==> config.mk <==
export PLATFORM = sky130hd
export DESIGN_NAME = multi_window_timer
export DESIGN_NICKNAME = d
export VERILOG_FILES = /design/src/rtl/multi_window_timer.sv
export SDC_FILE = /design/constraint.sdc
export NUM_CORES = 1
export LEC_CHECK = 0
export ABC_AREA = 1
export CAP_MARGIN = 40
export CORE_ASPECT_RATIO = 0.9
export CORE_MARGIN = 2
export CORE_UTILIZATION = 35
export CTS_BUF_LIST = sky130_fd_sc_hd__clkbuf_4
export CTS_CLUSTER_DIAMETER = 200
export DETAILED_ROUTE_END_ITERATION = 8
export PLACE_DENSITY = 0.5
export SLEW_MARGIN = 0
export SYNTH_ARGS = -nofsm -noshare
export SYNTH_HDL_FRONTEND = slang
export SYNTH_SLANG_ARGS = --single-unit
==> constraint.sdc <==
create_clock -name clk -period 22.1 [get_ports clk]
set_clock_uncertainty 0.15 [all_clocks]
set_input_delay 2.21 -clock clk [delete_from_list [all_inputs] [get_ports clk]]
set_output_delay 2.21 -clock clk [all_outputs]
set_load 0.01 [all_outputs]
==> src/rtl/multi_window_timer.sv <==
// N-channel start/stop window timer with per-channel captured min/max bounds.
// Optional build macro MULTI_WINDOW_TIMER_RETRIGGER_EN: start during RUN restarts the run.
module multi_window_timer #(
  parameter int unsigned N_CH  = 4,
  parameter int unsigned CNT_W = 16
) (
  input  logic                  clk,
  input  logic                  reset,
  input  logic [N_CH-1:0]       start,
  input  logic [N_CH-1:0]       stop,
  input  logic [N_CH-1:0]       abort,
  input  logic [CNT_W-1:0]      t_min,
  input  logic [CNT_W-1:0]      t_max,
  output logic [N_CH-1:0]       active,
  output logic [N_CH-1:0]       done,
  output logic [2*N_CH-1:0]     status,
  output logic [CNT_W*N_CH-1:0] measured
);

  typedef enum logic {IDLE, RUN} state_t;

  localparam logic [1:0] ST_OK      = 2'b01;
  localparam logic [1:0] ST_TIMEOUT = 2'b10;
  localparam logic [1:0] ST_ABORT   = 2'b11;

  for (genvar i = 0; i < int'(N_CH); i++) begin : g_ch
    state_t             state;
    logic [CNT_W-1:0]   cnt;
    logic [CNT_W-1:0]   mn;
    logic [CNT_W-1:0]   mx;
    logic               act_q;
    logic               done_q;
    logic [1:0]         st_q;
    logic [CNT_W-1:0]   meas_q;
    logic               timeout;
    logic               accept;

    // Termination conditions evaluated on the pre-edge count.
    always_comb begin
      timeout = (cnt >= mx);
      accept  = stop[i] && (cnt >= mn);
    end

    always_ff @(posedge clk or posedge reset) begin
      if (reset) begin
        state  <= IDLE;
        cnt    <= '0;
        mn     <= '0;
        mx     <= '0;
        act_q  <= 1'b0;
        done_q <= 1'b0;
        st_q   <= 2'b00;
        meas_q <= '0;
      end else begin
        done_q <= 1'b0;
        case (state)
          IDLE: begin
            if (start[i]) begin
              state <= RUN;
              act_q <= 1'b1;
              cnt   <= '0;
              mn    <= t_min;
              mx    <= t_max;
            end
          end
          RUN: begin
            if (abort[i]) begin
              state  <= IDLE;
              act_q  <= 1'b0;
              done_q <= 1'b1;
              st_q   <= ST_ABORT;
              meas_q <= cnt;
            end else if (timeout || accept) begin
              done_q <= 1'b1;
              st_q   <= timeout ? ST_TIMEOUT : ST_OK;
              meas_q <= cnt;
              // A coincident start chains straight into a fresh run.
              if (start[i]) begin
                cnt <= '0;
                mn  <= t_min;
                mx  <= t_max;
              end else begin
                state <= IDLE;
                act_q <= 1'b0;
              end
`ifdef MULTI_WINDOW_TIMER_RETRIGGER_EN
            end else if (start[i]) begin
              cnt <= '0;
              mn  <= t_min;
              mx  <= t_max;
`endif
            end else begin
              cnt <= cnt + CNT_W'(1);
            end
          end
          default: state <= IDLE;
        endcase
      end
    end

    assign active[i]                 = act_q;
    assign done[i]                   = done_q;
    assign status[2*i +: 2]          = st_q;
    assign measured[CNT_W*i +: CNT_W] = meas_q;
  end

endmodule

==> reports/summary.txt <==
Status - finished, final reports clean
Leak Pwr - 0.01036 µW
Slew headroom - 45.38%
Vias in the first global route - 14190
Syn Std Cell Area - 0.01648 mm²
Biggest area consumer among synthesized cells - dfrtp_1
# port buffers - 125
GPL Wtd Cong - 0.8751
Syn avg cell area - 7.614 µm²
Critical path arrival - 4.76 ns
Power density over the cells - 118.2 mW/mm²
CTS clk-pin slew, worst paths - 0.06 ns
EDFF count, synth - 0
Most frequent cells in the layout - nand2_1, inv_1, dfrtp_1
H-tree depth - 3
Total grt overflow - 0
Final Net Count - 2483
Initial core utilization - 35.41%
Clk_lat worst skew - 0.76 ns
Detail Placement HPWL - 33.24 mm
Critical path launch point type - input port
DR pass1 iterations - 5
Launch point of the worst hold path - g_ch[1].meas_q[3]
Worst setup EP type - flip-flop
Post-Route Setup TNS - 0 ns
Synthesis-to-layout area growth - 17.23%
Core region area - 0.04654 mm²
Library cells used by synthesis - 36
Worst hold path type - reg -> reg
Actual slew at the worst max-slew pin - 0.8194 ns
Number of buffers created by CTS - 83
Combinational share of power - 41.3%
Max-cap viol count - 0
Post-route ant nets - 0
Final period util - 19.12%
Fin. max-slew vios - 0
Cts hold-fix bufs - 0
Power share of the clock group - 22.2%
Sw frac - 41.54%
Post-synth top flop - dfrtp_1
Post-Synthesis Cells - 2165
Pin count of the biggest net entering global routing - 80
Async set or reset register ratio after synthesis - 100.0%
Critical Path Start - start[2]
Maximum vdd drop - 53.94 µV
Via density - 4.802
Sw power - 948.9 µW
IO Pins - 126
Post-Syn Nets - 2343
# setup viols final - 0
Fin util - 41.52%
Initial antenna violation count - 1
Seq/Total Area, Yosys - 41.90%
Initial DRC count - 1007
Sequential Power Share - 36.6%
Critical Path RT - 22.63 ns
Gr usage total - 19.49%
Reg2Reg Setup Slack - 18.48 ns
FMAX - 236.7 MHz
Synth Warn # - 0
Share of cells above drive strength 1 - 7.349%
Internal power - 1336 µW
WHS Path Cells - 2
RSZ-0062 raised after global routing - false
Post-CTS resize count - 0
Endpoints failing hold - 0
FP Rows - 75
CTS sink cnt - 276
CTS tree - done
Kind of critical path - in -> reg
Synth top area share - 41.90%
Area contributors post-synth - dfrtp_1, nand2_1, ha_1
Setup repair bufs after CTS - 0
Drt total wl - 46.53 mm
Chip width - 232.8 µm
Seq cells post-synth - 276
Clock root cell - clkbuf_4
DRC - 0
Die Span Y - 209.9 µm
Drt wl/cell - 15.66 µm
Vias - 14270
Max Root-Sink Buffers - 3
Die Area - 0.04885 mm²
Fin crit period - 4.225 ns
Commonest non-fill, non-tap cell in the layout - nand2_1
R2R depth - 13
First-pass GRT wire length - 75.13 mm
Worst r2r src - g_ch[3].cnt[9]
Max Fanout on Critical Path - 33
## power by group through the flow
stage	clock, µW	sequential (µW)	combinational [µW]
finish	506	835	943
global route	553	862	1100
CTS	527	839	957
detailed placement	0	846	954
global placement	0	844	911
floorplan	0	803	697
## cells in the mapped netlist (all sizes together), types with 4 or more instances
cell    number
buf         54
xor2        50
nand3      241
a21o         4
ha         132
o21bai      10
nand4       26
nor3        36
inv        292
nor2        91
o21ai      140
nand3b      11
dfrtp      276
clkbuf      33
a21oi       48
o21a         5
nand2      706
## critical path, cell delays in order
cell             delay [ns]
clkdlybuf4s50_1        0.86
inv_1                  0.15
nor2_1                 0.17
nand2_2                0.43
nand2_2                0.70
nand2_1                0.12
nand2_1                0.09
## per-layer routing
metal / part of all wire (%) / vias up / GRT usage [%]
li1: - / 7216 / -
met1: 48 / 6670 / 27.35
met2: 45 / 310 / 30.29
met3: 5.2 / 72 / 3.927
met4: 2.1 / 0 / 5.820
met5: 0 / - / 0
## through the flow
stage	power, µW	worst slack [ns]	std cells	cell area (µm²)	hold slack, ns
4_1_cts	2323	17.97	2970	19320	0.3260
5_1_grt	2518	17.69	2971	19320	0.3403
6_report	2284	17.87	2971	19320	0.3205
2_1_floorplan	1499	12.13	2165	16480	0.2919
3_5_place_dp	1799	17.18	2836	18300	0.3102
3_3_place_gp	1756	16.62	2826	18100	0.3108
## cells by family (layout without fill, tap and decap cells)
kind of cell | count (synthesis) | count (layout) | synth area share [%]
simple gates | 1113 | 1113 | 28.92
buf+inv | 379 | 568 | 9.488
flops | 276 | 276 | 41.90
compound gates | 212 | 212 | 6.854
fa+ha+maj | 132 | 132 | 10.02
xor+xnor | 53 | 53 | 2.816
other cells | 0 | 1 | 0
## layout make-up
| type | count | area (µm²) |
|---|---|---|
| fillers | 4965 | 27220 |
| multi-input cells | 1510 | 8013 |
| flip-flops and latches | 276 | 6907 |
| repair buffers | 142 | 1501 |
| inverters | 292 | 1104 |
| clock buffers | 118 | 885.9 |
| well taps | 616 | 770.7 |
| clock inverters | 16 | 140.1 |
| diodes | 1 | 2.502 |
## sequential cells by signal (all words and copies together), names as in the netlist
name and cells:
g_ch.mx 64, g_ch.act_q 4, g_ch.done_q 4, g_ch.meas_q 64
g_ch.state 4, g_ch.st_q 8, g_ch.cnt 64, g_ch.mn 64
## final timing paths
check                                    end
min in group asynchronous     g_ch[2].cnt[1]
min reg2reg                g_ch[1].meas_q[3]
max reg2reg                   g_ch[3].cnt[0]
max in group asynchronous    g_ch[0].cnt[10]
min                        g_ch[1].meas_q[3]
max                           g_ch[2].mn[10]
Note: power is estimated with default switching activity, not from simulation.
